--- config.mk ---
export PLATFORM = sky130hd
export DESIGN_NAME = array_reverse
export DESIGN_NICKNAME = d
export VERILOG_FILES = /design/src/rtl/array_reverse_pkg.sv /design/src/rtl/array_reverse.sv
export SDC_FILE = /design/constraint.sdc
export NUM_CORES = 1
export LEC_CHECK = 0
export ABC_AREA = 1
export ABC_CLOCK_PERIOD_IN_PS = 2250
export CAP_MARGIN = 5
export CORE_MARGIN = 2
export CORE_UTILIZATION = 55
export CTS_BUF_LIST = sky130_fd_sc_hd__clkbuf_4
export CTS_CLUSTER_DIAMETER = 150
export DETAILED_ROUTE_END_ITERATION = 8
export GPL_TIMING_DRIVEN = 0
export MAX_ROUTING_LAYER = met4
export PLACE_DENSITY = 0.82
export SYNTH_ARGS = -nofsm -noshare
export SYNTH_HDL_FRONTEND = slang
export SYNTH_SLANG_ARGS = --single-unit
--- constraint.sdc ---
create_clock -name clk -period 2.25 [get_ports clk]
set_input_delay 0.675 -clock clk [delete_from_list [all_inputs] [get_ports clk]]
set_output_delay 0.675 -clock clk [all_outputs]
set_load 0.005 [all_outputs]
--- src/rtl/array_reverse_pkg.sv ---
// Shared definitions for the in-place array reversal engine: default
// address/data widths matching the array memory and the FSM state encoding.
package array_reverse_pkg;

    localparam int ADDR_W = 4;
    localparam int DATA_W = 32;

    localparam logic [2:0] ST_IDLE  = 3'd0;
    localparam logic [2:0] ST_RD_LO = 3'd1;
    localparam logic [2:0] ST_RD_HI = 3'd2;
    localparam logic [2:0] ST_WR_LO = 3'd3;
    localparam logic [2:0] ST_WR_HI = 3'd4;
    localparam logic [2:0] ST_DONE  = 3'd5;

endpackage

--- src/rtl/array_reverse.sv ---
// In-place reversal of elements [0, len-1] of an external array memory.
// A job arrives on the in_ handshake, each swap pair costs read/read/write/write
// on the arr_ port, and the number of swapped pairs is reported on out_.
module array_reverse
    import array_reverse_pkg::*;
#(
    parameter int AW = ADDR_W,
    parameter int DW = DATA_W
) (
    input  logic          clk,
    input  logic          reset,
    input  logic          in_valid,
    output logic          in_ready,
    input  logic [AW:0]   in_len,
    output logic          out_valid,
    input  logic          out_ready,
    output logic [AW-1:0] out_swaps,
    output logic          arr_valid,
    input  logic          arr_ready,
    output logic [AW-1:0] arr_addr,
    output logic          arr_we,
    output logic [DW-1:0] arr_di,
    input  logic [DW-1:0] arr_do
);

    localparam logic [AW:0] DEPTH = {1'b1, {AW{1'b0}}};
    localparam logic [AW:0] ONE   = {{AW{1'b0}}, 1'b1};
    localparam logic [AW:0] TWO   = {{(AW-1){1'b0}}, 2'b10};

    logic [2:0]    state_q, state_d;
    logic [AW:0]   lo_q, lo_d;
    logic [AW:0]   hi_q, hi_d;
    logic [DW-1:0] tmp_lo_q, tmp_lo_d;
    logic [DW-1:0] tmp_hi_q, tmp_hi_d;
    logic [AW-1:0] swaps_q, swaps_d;
    logic [AW-1:0] addr_q;
    logic [DW-1:0] di_q;

    logic [AW:0]   len_clamped;
    logic [AW:0]   lo_inc;
    logic [AW:0]   hi_dec;
    logic          fire;

    // Lengths beyond the memory depth are treated as a full-array reversal;
    // hi never wraps below zero so the pointer compare cannot glitch.
    assign len_clamped = (in_len > DEPTH) ? DEPTH : in_len;
    assign lo_inc      = lo_q + ONE;
    assign hi_dec      = (hi_q == '0) ? hi_q : (hi_q - ONE);
    assign fire        = arr_valid & arr_ready;

    assign in_ready    = (state_q == ST_IDLE);
    assign out_valid   = (state_q == ST_DONE);
    assign out_swaps   = swaps_q;

    // Memory port drive: address/data follow the access state, and outside
    // access states they hold whatever was last presented to the memory.
    always_comb begin
        arr_valid = 1'b0;
        arr_we    = 1'b0;
        arr_addr  = addr_q;
        arr_di    = di_q;
        case (state_q)
            ST_RD_LO: begin
                arr_valid = 1'b1;
                arr_addr  = lo_q[AW-1:0];
            end
            ST_RD_HI: begin
                arr_valid = 1'b1;
                arr_addr  = hi_q[AW-1:0];
            end
            ST_WR_LO: begin
                arr_valid = 1'b1;
                arr_we    = 1'b1;
                arr_addr  = lo_q[AW-1:0];
                arr_di    = tmp_hi_q;
            end
            ST_WR_HI: begin
                arr_valid = 1'b1;
                arr_we    = 1'b1;
                arr_addr  = hi_q[AW-1:0];
                arr_di    = tmp_lo_q;
            end
            default: begin
            end
        endcase
    end

    // Sequencing: every access state waits for the memory to accept before
    // moving on, so a stalled access is simply repeated with identical outputs.
    always_comb begin
        state_d  = state_q;
        lo_d     = lo_q;
        hi_d     = hi_q;
        tmp_lo_d = tmp_lo_q;
        tmp_hi_d = tmp_hi_q;
        swaps_d  = swaps_q;
        case (state_q)
            ST_IDLE: begin
                if (in_valid) begin
                    lo_d    = '0;
                    hi_d    = (len_clamped == '0) ? '0 : (len_clamped - ONE);
                    swaps_d = '0;
                    state_d = (len_clamped < TWO) ? ST_DONE : ST_RD_LO;
                end
            end
            ST_RD_LO: begin
                if (fire) begin
                    tmp_lo_d = arr_do;
                    state_d  = ST_RD_HI;
                end
            end
            ST_RD_HI: begin
                if (fire) begin
                    tmp_hi_d = arr_do;
                    state_d  = ST_WR_LO;
                end
            end
            ST_WR_LO: begin
                if (fire) begin
                    state_d = ST_WR_HI;
                end
            end
            ST_WR_HI: begin
                if (fire) begin
                    swaps_d = swaps_q + {{(AW-1){1'b0}}, 1'b1};
                    lo_d    = lo_inc;
                    hi_d    = hi_dec;
                    state_d = (lo_inc >= hi_dec) ? ST_DONE : ST_RD_LO;
                end
            end
            ST_DONE: begin
                if (out_ready) begin
                    state_d = ST_IDLE;
                end
            end
            default: begin
                state_d = ST_IDLE;
            end
        endcase
    end

    // State and datapath registers; reset aborts any job on the next edge.
    always_ff @(posedge clk) begin
        if (reset) begin
            state_q  <= ST_IDLE;
            lo_q     <= '0;
            hi_q     <= '0;
            tmp_lo_q <= '0;
            tmp_hi_q <= '0;
            swaps_q  <= '0;
            addr_q   <= '0;
            di_q     <= '0;
        end else begin
            state_q  <= state_d;
            lo_q     <= lo_d;
            hi_q     <= hi_d;
            tmp_lo_q <= tmp_lo_d;
            tmp_hi_q <= tmp_hi_d;
            swaps_q  <= swaps_d;
            addr_q   <= arr_addr;
            di_q     <= arr_di;
        end
    end

endmodule

==> impl_results.md <==
* CP bufs+invs at 6
* Routed Antenna Nets at 0
* Power Density at 1310 mW/mm^2
* Max Cap Viol at 0
* Hold buffer count at cts at 0
* Mapped Area at 0.00526 mm^2
* Synth Area per Inst at 6.70 um^2
* Largest net degree at the start of global routing at 17
* Antenna Diode Count at 0
* Placer Congestion at 0.894
* Psw at 4.70 mW
* Worst-path fanout max at 5
* Crit path launch: state_q[1]$_SDFFE_PP0P_
* GRT Overall Usage at 40.7%
* Startpoint Class: flip-flop
* Max clock buf depth at 2
* Vias in the first global route at 6165
* Synth top area share at 44.6%
* Iteration-0 DRC Markers at 1158
* Clock power share at 17.2%
* R2R cell count at 20
* WP data arrival at 2.19 ns
* VDD IR-drop max at 0.710 mV
* FILL cells at 431
* Worst slew pin tran at 0.670 ns
* Drt pass-1 iters at 9
* Worst path slowest cell: dfxtp_4
* Switching Fraction at 44.2%
* DIE AREA at 0.0104 mm^2
* FF-to-FF End: addr_q[1]$_SDFF_PP0_
* Seq pwr share at 26.7%
* Routed vias/inst at 6.41
* Initial core utilization at 56.9%
* Register area share after synthesis at 44.6%
* Leak at 3.93 nW
* Critical path class: flip-flop to primary output
* CTS tree: yes
* Distinct cells, synth at 27
* Synth area leader: dfxtp_1
* Synth warnings at 0
* # DRC at 3
* Die width at 102 um
* Port Buffers at 85
* Hold crit path type: flip-flop to flip-flop
* Worst reg2reg startpoint: state_q[1]$_SDFFE_PP0P_
* Highest clock rate at 0.349 GHz
* Finished Core Util at 88.0%
* FF+latch count, synth at 117
* Number of max-slew violations in the final report at 0
* Syn nets at 835
* Min cycle time layout at 2.87 ns
* CP most frequent cell: buf_12
* Failing checks: design-rule violations, negative setup slack
* Status: finished, violations left
* IO Pins at 86
* Comb power frac at 56.0%
* Clock transition at path regs at 0.12 ns
* Wirelength, routed at 25200 um
* End point of the critical path: arr_di[26]
* Commonest cells in the synthesized netlist: nand2_1 (201), nor2_1 (154), dfxtp_1 (117)
* CP cell instances: inv_4, nor2_4, buf_12, a21oi_4, buf_12, buf_12, buf_12, nand2_2, nand2_1, buf_2
* CTS H-tree lvls at 4
* Clock sink total at 117
* Worst Setup End Kind: primary output
* Congestion Overflow GR at 0
* Top-count cell post-synth: nand2_1
* Setup TNS at -19.48 ns
* Layout Nets at 1024
* First-pass GRT wire length at 31100 um
* CP Depth at 10
* Worst R2R Setup Slack at -0.53 ns
* Total chip power at 10.6 mW
* Via count at 7142
* Fin. Hold Viols at 0
* HPWL after DPL at 9990 um
* Slowest Stage Delay on Critical Path at 0.39 ns
* Cell count after synthesis at 784
* Clk_lat worst skew at 0.56 ns
* Root Buffer: clkbuf_4
* Final period util at 127%
* Area delta synth->final at 54.8%
* Worst slew margin at 55.3%
* Post-synth EDFFs at 0
* Internal Power at 5.92 mW
* Die height at 102 um
* RSZ-0062 raised after global routing: yes
* Multi-input logic area at 0.00297 mm^2
* Critical Path RT at 1.57 ns
* Cts bufs inserted at 17
* Post-synth ARST share at 0%
* Final Skew at 0.0276 ns
* Most used DFF post-synth: dfxtp_1
* Initial antenna violation count at 0
* Register Area at 0.00235 mm^2
* Synth area leaders: dfxtp_1 (45%), nand2_1 (14%), nor2_1 (11%), o21ai_0 (6.7%), nand3_1 (5.0%)
* Slack of the critical path at -0.618 ns
* Routed WL per cell at 22.6 um
* Layout cells sized above 1 at 32.9%
* Num rows at 35
* Core footprint at 0.00924 mm^2
* Crit path max-delay family: buffers and inverters
* # setup viols final at 46
==> timing repair <==
item,4_1_cts,5_1_grt
cloned,5,2
endpoints found under the setup margin,40,44
resized for setup,310,132
pin swaps,30,30
buffers inserted,65,22
==> cell families (layout without fill, tap and decap cells) <==
| logic type | count (synthesis) | count (layout) | synth area share (%) |
|---|---|---|---|
| and+or+nand+nor | 421 | 421 | 32.2 |
| adders and majority gates | 9 | 9 | 2.14 |
| xor gates and xnor gates | 3 | 3 | 0.500 |
| DFF | 117 | 117 | 44.6 |
| AOI/OAI and AO/OA | 126 | 126 | 12.2 |
| buffers and inverters | 108 | 310 | 8.38 |
==> how the worst min path moves through the flow <==
| stage | slack, ns | depth (start not counted) | end | start |
|---|---|---|---|---|
| global route | 0.49 | 2 | di_q[15]$_SDFF_PP0_ | di_q[15]$_SDFF_PP0_ |
| finish | 0.47 | 2 | di_q[14]$_SDFF_PP0_ | di_q[14]$_SDFF_PP0_ |
| global placement | 0.46 | 2 | di_q[24]$_SDFF_PP0_ | di_q[24]$_SDFF_PP0_ |
| detailed placement | 0.46 | 2 | di_q[23]$_SDFF_PP0_ | di_q[23]$_SDFF_PP0_ |
| CTS | 0.47 | 2 | di_q[23]$_SDFF_PP0_ | di_q[23]$_SDFF_PP0_ |
| floorplan | 0.45 | 2 | di_q[0]$_SDFF_PP0_ | di_q[0]$_SDFF_PP0_ |
==> through the flow <==
step / instances / instance area (um^2) / hold WS [ns] / setup slack [ns]
CTS: 1100 / 7600 / 0.472 / -0.350
floorplan: 784 / 5260 / 0.446 / 0.462
global placement: 998 / 6270 / 0.455 / -0.358
global route: 1115 / 8130 / 0.491 / -0.667
detailed placement: 998 / 6270 / 0.460 / -0.375
finish: 1115 / 8130 / 0.470 / -0.618
==> tightest hold or removal path: cells and delay by family, from the launching register on <==
| kind | cells | cell delay [ns] |
|---|---|---|
| AND/OR/NAND/NOR | 1 | 0.06 |
| flip-flops | 1 | 0.33 |
| AO/OA/AOI/OAI | 1 | 0.05 |
==> flip-flops by register name, summed over array words and instances, names as in the netlist <==
| register | flops |
|---|---|
| state_q | 3 |
| di_q | 32 |
| hi_q | 5 |
| addr_q | 4 |
| out_swaps | 4 |
| tmp_hi_q | 32 |
| lo_q | 5 |
| tmp_lo_q | 32 |
==> power groups by stage <==
stage	registers, mW	logic [mW]	clock network, mW
2_1_floorplan	2.66	1.89	0
4_1_cts	2.72	4.41	1.77
6_report	2.84	5.95	1.83
3_3_place_gp	2.70	2.80	0
5_1_grt	2.86	6.14	1.87
3_5_place_dp	2.71	2.90	0
==> final cells by class <==
cell class / instances / share of cell area [%]
Multi-Input combinational cell: 559 / 36.5
Sequential cell: 117 / 28.9
Timing Repair Buffer: 172 / 21.5
Buffer: 38 / 3.66
Inverter: 68 / 3.41
Clock inverter: 15 / 2.49
Tap cell: 129 / 1.98
Clock buffer: 17 / 1.57
==> cells in the final DEF, fill, tap and decap left out, drive strengths merged, types with 3 or more instances in the layout <==
cell type        n
clkinvlp         3
ha               9
buf            142
nand3           55
inv             71
bufinv           4
o21ai           74
nand4            3
a21oi           47
dfxtp          117
nand2          202
nor2           156
a31oi            4
clkinv           5
clkbuf          38
clkdlybuf4s50   46
==> per-layer routing <==
metal  routed length (um)  global-route usage (%)  up-vias
li1                     -                       -     2868
met1                 8140                    47.0     3204
met2                11000                    63.7      774
met3                 3570                    11.2      296
met4                 2510                    22.9        0
met5                    0                       -        -
Power figures use the tool's default switching activity.
==> RTL edit: new RTL, same flow settings <==
Set the package constant `DATA_W` to 16 (it was 32).
--- a/src/rtl/array_reverse_pkg.sv
+++ b/src/rtl/array_reverse_pkg.sv
@@ -4,5 +4,5 @@
 
     localparam int ADDR_W = 4;
-    localparam int DATA_W = 32;
+    localparam int DATA_W = 16;
 
     localparam logic [2:0] ST_IDLE  = 3'd0;
Ports: changed (resized arr_di and arr_do); port bits go from 86 to 54. No check against the original RTL was run, so the function may have changed too.
==> RTL edit against the unedited design <==
  * The flow finishes with violations (setup timing)
  * Wire length shrank 60%
  * Largest cell class unchanged
  * Die area shrank 35%
  * Clock power shrank 50%
  * Sequential cell count shrank 48
  * Register-to-register slack gained 670 ps
  * Via count shrank 48%
  * Final area shrank 43%
  * Total power shrank 48%
  * Synthesized area shrank 36%
  * Cell count shrank 38%
  * Sequential power shrank 39%
  * Clock skew shrank 16 ps
  * Critical path type unchanged
  * Setup slack gained 430 ps
  * Core utilization shrank 9.3 points
==> RTL edit: results (changes against the unedited design) <==
Critical R2R Launch=hi_q[0]; placed cell areas=3969 µm² (-37%); largest net degree at the start of global routing=13 (-4); Hold Startpoint=di_q[11]; R2R Setup Slk=140 ps (+670 ps); Syn Nets=547 (-34%); syn_area_per_cell=6.552 µm² (-2.3%); Slew @ Worst Pin=555.8 ps (-114.1 ps); largest cells by area after synthesis=dfxtp_1, nand2_1, nor2_1; Routed WL=10.17 mm (-60%); fin nets=645 (-37%); Netlist cell types=24 (-11%); r2r endpoint=state_q[2]; Sw Share=0.4224 (-0.02011); Peak VDD IR=819.8 µV (+15%); GRT Overall Usage=0.2875 (-0.1195); HP Class=reg2reg; hold_ws=485.6 ps (+15.94 ps); Clock Root Buffer=clkbuf_4; worst setup path start=state_q[0]; setup slack after layout=-187.3 ps (+431.0 ps); status=complete, but fails checks; CP max stage cell=dfxtp_4; H-tree levels=3 (-1); Cell Count, Final, Fillers Out=690 (-38%); Worst Reg-to-Reg Cells=14 (-30%); layout cell share with drive strength beyond 1=0.2732 (-0.05543); vias in the first global route=3285 (-47%); CTS Buf Count=9 (-8); sequential share of the synthesized area=0.4118 (-0.03393); Largest regs=di_q (16), tmp_hi_q (16), tmp_lo_q (16); DRT Pass-1 Iters=5 (-4); DPL Wire Length=5.955 mm (-40%); Pleak=0.002362 µW (-40%); Worst Hold End=di_q[11]; failing checks=setup timing; via count=3744 (-48%); Placer Congestion=0.8525 (-4.7%); Setup TNS=-2675 ps (+16800 ps); initial drt markers=299 (-74%); # fillers=409 (-5.1%); clk_lat worst skew=440 ps (-120 ps); Area Growth Syn to Fin=38.98%; Inst Count DP=639 (-36%); worst slack, placed=-309.3 ps (+65.96 ps); Fin Clk Skew=12.11 ps (-15.51 ps); top post-synthesis cells by count=nand2_1, nor2_1, dfxtp_1; initial antenna violation count=0 (unchanged); first-pass GRT wire length=14.37 mm (-54%); max incr delay on CP=380 ps; final setup vio count=21 (-54%)
==> RTL edit: power by group through the flow <==
stage                     logic (µW)  clock network [µW]  registers (µW)
after floorplan                 1490                   0            1660
after global placement          2100                   0            1690
after detailed placement        2170                   0            1700
after CTS                       2520                 892            1700
after global routing            3200                 958            1760
final                           2910                 922            1730
==> RTL edit: kinds of logic after synthesis <==
logic type	share of synthesized area
AO/OA/AOI/OAI	0.1126
XOR/XNOR	0.007834
adder cells (fa/ha/maj)	0.03357
buffers and inverters	0.09511
flip-flops	0.4118
AND/OR/NAND/NOR	0.3390
==> RTL edit: worst min-delay path: stages, from the launching register on <==
cell     delay, ps
dfxtp_1        330
nand2_2         70
a21oi_1         60
==> RTL edit: worst max-delay path by stage <==
stage                 endpoint  slack, ps
finish               arr_di[7]       -190
global route         arr_di[2]       -260
CTS                  arr_di[5]       -170
detailed placement   arr_di[5]       -310
global placement     arr_di[7]       -280
floorplan           arr_di[14]        420
==> RTL edit: timing repair <==
item                                    CTS  global route
pin swaps                                11            20
endpoints found under the setup margin   24            24
setup buffers                            23            11
gates resized for setup                 123            82
cloned                                    1             0
==> RTL edit: final cells by class <==
type / count / area share
flip-flops and latches: 69 / 0.2987
well taps: 75 / 0.02013
multi-input cells: 370 / 0.4042
plain buffers: 18 / 0.02738
repair buffers: 87 / 0.1694
clock inverters: 7 / 0.01932
inverters: 55 / 0.04643
clock buffers: 9 / 0.01449
==> RTL edit: per-layer routing <==
metal / share of wire / GRT usage
met1: 0.39 / 0.3311
met2: 0.50 / 0.5000
met3: 0.069 / 0.04239
met4: 0.039 / 0.1217
met5: 0 / -
